==> config.mk <==
export PLATFORM = sky130hd
export DESIGN_NAME = cpu_stage_sequencer_flat
export DESIGN_NICKNAME = d
export VERILOG_FILES = /design/src/rtl/cpu_stage_sequencer_pkg.sv /design/src/rtl/cpu_stage_sequencer_if.sv /design/src/rtl/cpu_stage_sequencer_int_priority_encoder.sv /design/src/rtl/cpu_stage_sequencer.sv /design/src/flat_wrapper.sv
export SDC_FILE = /design/constraint.sdc
export NUM_CORES = 1
export LEC_CHECK = 0
export ABC_CLOCK_PERIOD_IN_PS = 2020
export BUFFER_PORTS_ARGS = -buffer_cell sky130_fd_sc_hd__clkbuf_2
export CAP_MARGIN = 5
export CORE_MARGIN = 8
export CORE_UTILIZATION = 53
export DETAILED_ROUTE_END_ITERATION = 16
export PLACE_DENSITY_LB_ADDON = 0.12
export RECOVER_POWER = 25
export SYNTH_ARGS = -nofsm -noshare
export SYNTH_HDL_FRONTEND = slang
export SYNTH_SLANG_ARGS = --single-unit
==> constraint.sdc <==
create_clock -name clk -period 2.02 [get_ports clk]
set_clock_uncertainty 0.1 [all_clocks]
set_input_delay 0.101 -clock clk [delete_from_list [all_inputs] [get_ports clk]]
set_output_delay 0.101 -clock clk [all_outputs]
set_load 0.005 [all_outputs]
==> src/rtl/cpu_stage_sequencer_pkg.sv <==
// Shared phase encoding and width constants for the CPU stage sequencer.
package cpu_stage_sequencer_pkg;
  typedef enum logic [2:0] {
    ST_IDLE,
    ST_FETCH,
    ST_GETREGS,
    ST_READMEM,
    ST_WRITEBACK
  } state_t;

  localparam int INT_LINES_DEF = 8;
  localparam int ID_W          = 8;
endpackage

==> src/rtl/cpu_stage_sequencer_if.sv <==
// Memory handshake, interrupt lines and control-unit/PC outputs of the sequencer.
interface cpu_stage_sequencer_if
  import cpu_stage_sequencer_pkg::*;
#(
  parameter int INT_LINES = INT_LINES_DEF,
  parameter int CNT_W     = 32
);
  logic                 start;
  logic                 busy;
  logic                 reti;
  logic [INT_LINES-1:0] int_req;
  logic                 fetch;
  logic                 getRegs;
  logic                 readMem;
  logic                 writeBack;
  logic                 take_int;
  logic [ID_W-1:0]      int_id;
  logic                 in_isr;
  logic [CNT_W-1:0]     instr_count;

  modport master (
    input  start, busy, reti, int_req,
    output fetch, getRegs, readMem, writeBack, take_int, int_id, in_isr, instr_count
  );

  modport slave (
    output start, busy, reti, int_req,
    input  fetch, getRegs, readMem, writeBack, take_int, int_id, in_isr, instr_count
  );
endinterface

==> src/rtl/cpu_stage_sequencer_int_priority_encoder.sv <==
// Finds the lowest-numbered pending interrupt; bit 0 has the highest priority.
module int_priority_encoder
  import cpu_stage_sequencer_pkg::*;
#(
  parameter int INT_LINES = INT_LINES_DEF
) (
  input  logic [INT_LINES-1:0] i_pending,
  output logic                 o_any,
  output logic [ID_W-1:0]      o_idx
);
  always_comb begin
    o_any = |i_pending;
    o_idx = '0;
    for (int i = INT_LINES - 1; i >= 0; i--) begin
      if (i_pending[i]) o_idx = ID_W'(i);
    end
  end
endmodule

==> src/rtl/cpu_stage_sequencer.sv <==
// Steps fetch/getRegs/readMem/writeBack, stretching memory phases and taking interrupts at writeback exit.
module cpu_stage_sequencer
  import cpu_stage_sequencer_pkg::*;
#(
  parameter int INT_LINES = INT_LINES_DEF,
  parameter int CNT_W     = 32
) (
  input logic                   clk,
  input logic                   reset,
  cpu_stage_sequencer_if.master bus
);
  state_t               r_state, w_state_next;
  logic                 r_issued, w_issued_next;
  logic [INT_LINES-1:0] r_pending, r_int_prev, w_edge, w_clear;
  logic                 r_in_isr;
  logic [ID_W-1:0]      r_int_id;
  logic [CNT_W-1:0]     r_count;
  logic                 r_fetch, r_getRegs, r_readMem, r_writeBack;
  logic                 w_advance, w_wb_exit, w_take, w_any;
  logic [ID_W-1:0]      w_idx;

  int_priority_encoder #(.INT_LINES(INT_LINES)) u_enc (
    .i_pending (r_pending),
    .o_any     (w_any),
    .o_idx     (w_idx)
  );

  // start only matters before the access is issued; afterwards busy alone ends the phase
  always_comb begin
    w_advance     = r_issued ? !bus.busy : !bus.start;
    w_wb_exit     = (r_state == ST_WRITEBACK) && w_advance;
    w_take        = w_wb_exit && !bus.reti && !r_in_isr && w_any;
    w_edge        = bus.int_req & ~r_int_prev;
    w_clear       = w_take ? (INT_LINES'(1) << w_idx) : '0;
    w_issued_next = r_issued;
    if (r_state == ST_IDLE || w_advance) w_issued_next = 1'b0;
    else if (!r_issued && bus.start)     w_issued_next = 1'b1;
    w_state_next = r_state;
    case (r_state)
      ST_IDLE:      w_state_next = ST_FETCH;
      ST_FETCH:     if (w_advance) w_state_next = ST_GETREGS;
      ST_GETREGS:   if (w_advance) w_state_next = ST_READMEM;
      ST_READMEM:   if (w_advance) w_state_next = ST_WRITEBACK;
      ST_WRITEBACK: if (w_advance) w_state_next = ST_FETCH;
      default:      w_state_next = ST_IDLE;
    endcase
  end

  always_ff @(posedge clk) begin
    if (!reset) begin
      r_state     <= ST_IDLE;
      r_issued    <= 1'b0;
      r_fetch     <= 1'b0;
      r_getRegs   <= 1'b0;
      r_readMem   <= 1'b0;
      r_writeBack <= 1'b0;
      r_int_prev  <= '0;
      r_pending   <= '0;
      r_in_isr    <= 1'b0;
      r_int_id    <= '0;
      r_count     <= '0;
    end else begin
      r_state     <= w_state_next;
      r_issued    <= w_issued_next;
      r_fetch     <= (w_state_next == ST_FETCH);
      r_getRegs   <= (w_state_next == ST_GETREGS);
      r_readMem   <= (w_state_next == ST_READMEM);
      r_writeBack <= (w_state_next == ST_WRITEBACK);
      r_int_prev  <= bus.int_req;
      r_pending   <= (r_pending & ~w_clear) | w_edge;
      if (w_wb_exit) r_count <= r_count + CNT_W'(1);
      if (w_wb_exit && bus.reti) r_in_isr <= 1'b0;
      else if (w_take)           r_in_isr <= 1'b1;
      if (w_take) r_int_id <= w_idx;
    end
  end

  assign bus.fetch       = r_fetch;
  assign bus.getRegs     = r_getRegs;
  assign bus.readMem     = r_readMem;
  assign bus.writeBack   = r_writeBack;
  assign bus.take_int    = w_take;
  assign bus.int_id      = w_take ? w_idx : r_int_id;
  assign bus.in_isr      = r_in_isr;
  assign bus.instr_count = r_count;
endmodule
==> src/flat_wrapper.sv <==
// flat-port wrapper written by rule: the top's interface ports become plain ports
module cpu_stage_sequencer_flat import cpu_stage_sequencer_pkg::*;
#(
  parameter int INT_LINES = INT_LINES_DEF,
  parameter int CNT_W     = 32
)
  (clk, reset, bus_start, bus_busy, bus_reti, bus_int_req, bus_fetch, bus_getRegs, bus_readMem, bus_writeBack, bus_take_int, bus_int_id, bus_in_isr, bus_instr_count);
  cpu_stage_sequencer_if #(.INT_LINES(INT_LINES), .CNT_W(CNT_W)) bus_i ();
  input logic clk;
  input logic reset;
  input wire logic [$bits(bus_i.start)-1:0] bus_start;
  input wire logic [$bits(bus_i.busy)-1:0] bus_busy;
  input wire logic [$bits(bus_i.reti)-1:0] bus_reti;
  input wire logic [$bits(bus_i.int_req)-1:0] bus_int_req;
  output wire logic [$bits(bus_i.fetch)-1:0] bus_fetch;
  output wire logic [$bits(bus_i.getRegs)-1:0] bus_getRegs;
  output wire logic [$bits(bus_i.readMem)-1:0] bus_readMem;
  output wire logic [$bits(bus_i.writeBack)-1:0] bus_writeBack;
  output wire logic [$bits(bus_i.take_int)-1:0] bus_take_int;
  output wire logic [$bits(bus_i.int_id)-1:0] bus_int_id;
  output wire logic [$bits(bus_i.in_isr)-1:0] bus_in_isr;
  output wire logic [$bits(bus_i.instr_count)-1:0] bus_instr_count;
  assign bus_i.start = bus_start;
  assign bus_i.busy = bus_busy;
  assign bus_i.reti = bus_reti;
  assign bus_i.int_req = bus_int_req;
  assign bus_fetch = bus_i.fetch;
  assign bus_getRegs = bus_i.getRegs;
  assign bus_readMem = bus_i.readMem;
  assign bus_writeBack = bus_i.writeBack;
  assign bus_take_int = bus_i.take_int;
  assign bus_int_id = bus_i.int_id;
  assign bus_in_isr = bus_i.in_isr;
  assign bus_instr_count = bus_i.instr_count;
  cpu_stage_sequencer #(.INT_LINES(INT_LINES), .CNT_W(CNT_W)) u_core (.clk(clk), .reset(reset), .bus(bus_i));
endmodule
## Word level (Yosys, flattened, before mapping)

Index checks and enable logic that the tools add are counted.

- Register bits after elaboration: 65
- Input port bits: 13
- Output and inout port bits: 46
- Word-level logic and storage cells: 59

- $add $sub $neg: 1
- Equality and inequality tests: 8
- Shift-type cells: 1
- Multiplexer cells: 16
- Bitwise logic cells: 6
- Reduce and logical (&&, ||, !) cells: 16

Operators by type and width:

| operator | count |
|---|---|
| $mux 8 | 9 |
| $add 32x1->32 const B | 1 |
| $and 8x8->8 | 2 |
| $not 8->8 | 2 |
| $mux 3 | 5 |
| $pmux 3 s5 | 1 |
| $eq 3x2->1 const B | 4 |
| $or 8x8->8 | 1 |
| $reduce_or 8->1 | 1 |
| $shl 1x8->8 const A | 1 |
| $eq 3x1->1 const B | 2 |
| $eq 3x3->1 const B | 2 |
| $logic_and 1x1->1 | 6 |
| $logic_not 1->1 | 5 |
| $reduce_or 2->1 | 2 |
| $logic_not 3->1 | 1 |
| $logic_or 1x1->1 | 1 |
| $mux 1 | 1 |
| $not 1->1 | 1 |

## Depth between registers and ports, before layout

- Word-level depth: 13
- Depth in mapped cells: 6
- Depth with buffers taken out: 5

## Hierarchy

Synthesis repeated with hierarchy kept, for this count alone.

- Cell total of the unflattened synthesis: 311
- Area total of the unflattened synthesis: 2810.2 µm²

Modules (own cells, without submodules):

| module | times used | cells each | area an instance (µm²) | sequential area each (µm²) |
|---|---|---|---|---|
| cpu_stage_sequencer | 1 | 292 | 2687.6 | 1301.2 |
| int_priority_encoder | 1 | 19 | 122.6 | 0.0 |

## Worst setup path before layout

Ideal clock, no wire load.

- Path type: flip-flop to flip-flop
- Start point: reg u_core.r_count[0] (netlist: u_core.bus.instr_count[0])
- End point: reg u_core.r_count[24] (netlist: u_core.bus.instr_count[24])
- Library setup time: 0.071 ns
- Arrival time: 1.597 ns
- Required time: 1.849 ns
- Setup slack: 0.253 ns
- Cell stages (with the launch flop): 6
- Buffers on the path: 0
- Period minus slack after synthesis: 1.767 ns
- Path through: dfxtp_1 > ha_1 > and3_1 > nand3_1 > or4_1 > a21oi_1

- Longest elaborated chain between the ends: 1

RTL lines:

| element | RTL line | text |
|---|---|---|
| from (decl) | cpu_stage_sequencer.sv:17 | `logic [CNT_W-1:0] r_count;` |
| from (signal assigned) | cpu_stage_sequencer.sv:71 | `if (w_wb_exit) r_count <= r_count + CNT_W'(1);` |
| $add 32x1->32 | cpu_stage_sequencer.sv:71 |  |

No other way between the ends.
A chain may end at the register's enable or synchronous reset.

## Final worst setup path

- Start point: reg u_core.r_pending[1]
- End point: out bus_int_id[3]

- Longest elaborated chain between the ends: 3
- Elaborated cells between the ends (all ways): 5
- Classes of those cells: 3 x mux; 2 x reduce/logical

RTL lines:

| element | RTL line | text |
|---|---|---|
| from (decl) | cpu_stage_sequencer.sv:14 | `logic [INT_LINES-1:0] r_pending, r_int_prev, w_edge, w_clear;` |
| from (signal assigned) | cpu_stage_sequencer.sv:70 | `r_pending <= (r_pending & ~w_clear) \| w_edge;` |
| $reduce_or 8->1 / $mux 8 (equally long branches) | cpu_stage_sequencer_int_priority_encoder.sv:12, cpu_stage_sequencer_int_priority_encoder.sv:15 |  |
| $logic_and 1x1->1 / $mux 8 (equally long branches) | cpu_stage_sequencer.sv:32, cpu_stage_sequencer_int_priority_encoder.sv:15 |  |
| $mux 8 * | cpu_stage_sequencer.sv:83 | `assign bus.int_id = w_take ? w_idx : r_int_id;` |
| to (decl) | flat_wrapper.sv:20 | `output wire logic [$bits(bus_i.int_id)-1:0] bus_int_id;` |

Every way passes the cells marked *; elsewhere a longest branch is shown, timed or not.

==> impl_results.md <==
* Hold EP: u_core.bus.fetch$_SDFF_PN0_
* Hpwl dp at 4750 um
* CP max stage cell: or4_4
* CTS tree: yes
* Mean area per synthesized cell at 9.00 sq um
* Most common cell after layout, fill and taps aside: dfxtp_1
* F_max at 487 MHz
* Max clock buf depth at 2
* Core Box Area at 0.00544 sq mm
* Initial antenna violation count at 0
* CP max FO at 5
* Slowest stage delay, CP at 530 ps
* Max-slew headroom at 0.648
* EDFF count, synth at 0
* Post-Synthesis Cells at 328
* CTS HTree Levels at 3
* Hold Startpoint: bus_busy
* Post-synthesis sequential area ratio at 0.441
* Data arrival, critical path at 1850 ps
* N_diodes at 0
* Site Rows at 27
* Iter 0 DRT Violations at 148
* FF+latch count, synth at 65
* Top FF cell, synth: dfxtp_1
* Worst path bufs/invs at 1
* RSZ-0062 raised after global routing: yes
* Failing checks: setup timing
* Largest net degree at the start of global routing at 48
* Final worst path period share at 1.02
* Area grow syn2layout at 29.1%
* Final setup violation count at 5
* Initial DRT Pass Iterations at 5
* Transition time of the tightest slew-check pin at 527 ps
* Post-route DRC at 0
* Placed cell areas at 0.00335 sq mm
* Post-Syn Area at 0.00295 sq mm
* Nets at 428
* ANT nets after route at 0
* WP data required at 1820 ps
* Clock-pin transition on the worst setup and hold timing paths at 70 ps
* Yosys warning total at 0
* Final Util at 0.701
* Ys async rst share at 0
* Drt total wl at 7250 um
* Synth top area cells: dfxtp_1 44%, nand2b_1 4.4%, a21oi_1 4.1%
* # port buffers at 58
* Most frequent cells in the layout: 58 x dfxtp_1, 38 x clkbuf_2, 26 x nand2_1
* Io pins at 59
* Starting Density at 0.543
* Min-Delay Path Class: in2reg
* Peak VDD IR at 0.479 mV
* Fin Setup TNS at -154 ps
* Area share of the largest cell type after synthesis at 0.441
* Synth cell types at 48
* Worst Setup Path Type: reg2out
* Vias in the first global route at 2,696
* Final min period at 2050 ps
* Final worst-path setup slack at -31.9 ps
* Crit. End Element: output pin
* Vias per std cell at 5.63
* Post-route cell area at 0.00381 sq mm
* Die ar. at 0.00822 sq mm
* Reg2reg end: u_core.bus.instr_count[7]$_SDFFE_PN0N_
* Share of cells above drive strength 1 at 0.274
* Worst r2r src: u_core.r_issued$_SDFFE_PP0P_
* Via Count at 2,766
* WHS Path Cells at 3
* First-pass GRT wire length at 12,500 um
* Final slew viol count at 0
* Top Family by Delay on Critical Path: simple AND/OR/NAND/NOR gates
* Global placer's final weighted congestion at 0.830
* Post-synthesis net count at 342
* Final hold violation count at 0
* CTS Buf Count at 9
* R2R setup slack at 120 ps
* MaxCap Viol Count at 0
* CTS Sinks at 65
* Overflow after GRT at 0
* Status: finished with violations
* Die Wd at 90.6 um
* DIE HEIGHT at 90.6 um
* Reg2reg path depth at 6
* Avg WL per Cell at 14.8 um
* Critical Path, Cell by Cell: or4_4 > or2_4 > nand2_4 > and2_4 > buf_6
* PD cells at 692 mW/mm^2
* Crit path launch type: flop
* Worst skew pair latency at 340 ps
* CTS Root Cell: clkbuf_8
* Synth area leader: dfxtp_1
* GRT Overall Usage at 0.183
* P_leak at 0.00150 uW
-- Yosys cell counts (2+ instances only) --
cell	instances
nand4_1	9
dfxtp_1	65
buf_4	4
or4_1	7
nor4_1	7
buf_2	3
xor2_1	7
or3_1	4
nor4_2	2
buf_6	2
o311ai_0	7
nor2_1	15
nand3_1	15
mux2i_1	8
and2_1	14
and3_1	9
nand2b_1	21
inv_1	7
o21ai_0	10
nor3_1	5
nand2_1	26
a21oi_1	24
clkbuf_1	11
o41ai_1	8
nor3b_1	2
and4_1	6
o31ai_1	8
nor2b_1	2
-- cells by family (layout without fill, tap and decap cells) --
family | count (synthesis) | after routing | synth area share
adder cells (fa/ha/maj) | 1 | 1 | 0.00424
XOR/XNOR | 8 | 8 | 0.0237
AND/OR/NAND/NOR | 151 | 152 | 0.300
buffers and inverters | 27 | 117 | 0.0458
multiplexers | 10 | 10 | 0.0386
AO/OA/AOI/OAI | 66 | 66 | 0.147
flip-flops | 65 | 65 | 0.441
-- per-stage QoR --
stage | cells | power (uW) | hold WS [ps] | setup WS (ps)
2_1_floorplan | 328 | 1500 | 111 | 253
3_3_place_gp | 455 | 1540 | 216 | 160
3_5_place_dp | 455 | 1550 | 219 | 136
4_1_cts | 491 | 2660 | 58.1 | -26.6
5_1_grt | 491 | 2750 | 61.7 | -84.8
6_report | 491 | 2640 | 64.7 | -31.9
-- state kept, by name, summed over array words and instances (netlist names) --
name	cells
u_core.r_issued	1
u_core.bus.writeBack	1
u_core.r_int_prev	8
u_core.bus.getRegs	1
u_core.r_pending	8
u_core.bus.fetch	1
u_core.bus.in_isr	1
u_core.bus.instr_count	32
u_core.r_int_id	8
u_core.r_state	3
u_core.bus.readMem	1
-- layout make-up --
type                            instances  area, sq um
Fill cell                             443         1630
Multi-Input combinational cell        237         1580
Sequential cell                        65         1320
Timing Repair Buffer                   94          603
Clock buffer                           13          179
Tap cell                               72         90.1
Inverter                                7         26.3
Clock inverter                          3         22.5
-- report_power, final --
part / total, uW / leakage, uW / switching, uW / internal, uW
Combinational: 222 / 0.000871 / 115 / 107
Sequential: 1340 / 0.000532 / 25.3 / 1320
Clock: 1070 / 0.0000939 / 495 / 579
-- metal layers --
layer | up-vias | GRT usage | wire (um) | part of all wire
li1 | 1388 | - | - | -
met1 | 1294 | 0.228 | 3450 | 0.48
met2 | 70 | 0.277 | 3260 | 0.45
met3 | 14 | 0.0640 | 437 | 0.060
met4 | 0 | 0.0791 | 113 | 0.016
met5 | - | 0 | 0 | 0
-- worst reg2reg max path, stage by stage, from the launching register on --
cell,delay [ps]
dfxtp_2,370
mux2i_4,250
buf_4,150
buf_4,140
nand2_1,140
or4_1,530
a21oi_1,150
-- repair_timing --
item	CTS	global route
gates cloned	1	0
resized for setup	17	18
pin swaps	8	7
hold endpoints to repair	15	0
setup buffers	10	0
endpoints found under the setup margin	9	16
hold buffers	9	0
-- worst max path at each step --
stage | slack [ps] | end | from | cells after the start
after floorplan | 250 | u_core.bus.instr_count[24]$_SDFFE_PN0N_ | u_core.bus.instr_count[0]$_SDFFE_PN0N_ | 5
after global placement | 160 | u_core.bus.instr_count[7]$_SDFFE_PN0N_ | u_core.r_state[0]$_SDFF_PN0_ | 5
after detailed placement | 140 | u_core.bus.instr_count[7]$_SDFFE_PN0N_ | u_core.r_issued$_SDFFE_PP0P_ | 5
after CTS | -30 | bus_int_id[3] | u_core.r_pending[0]$_SDFF_PN0_ | 5
after global routing | -80 | bus_int_id[5] | u_core.r_pending[1]$_SDFF_PN0_ | 5
final | -30 | bus_int_id[3] | u_core.r_pending[1]$_SDFF_PN0_ | 5
Note: power is estimated with default switching activity, not from simulation.
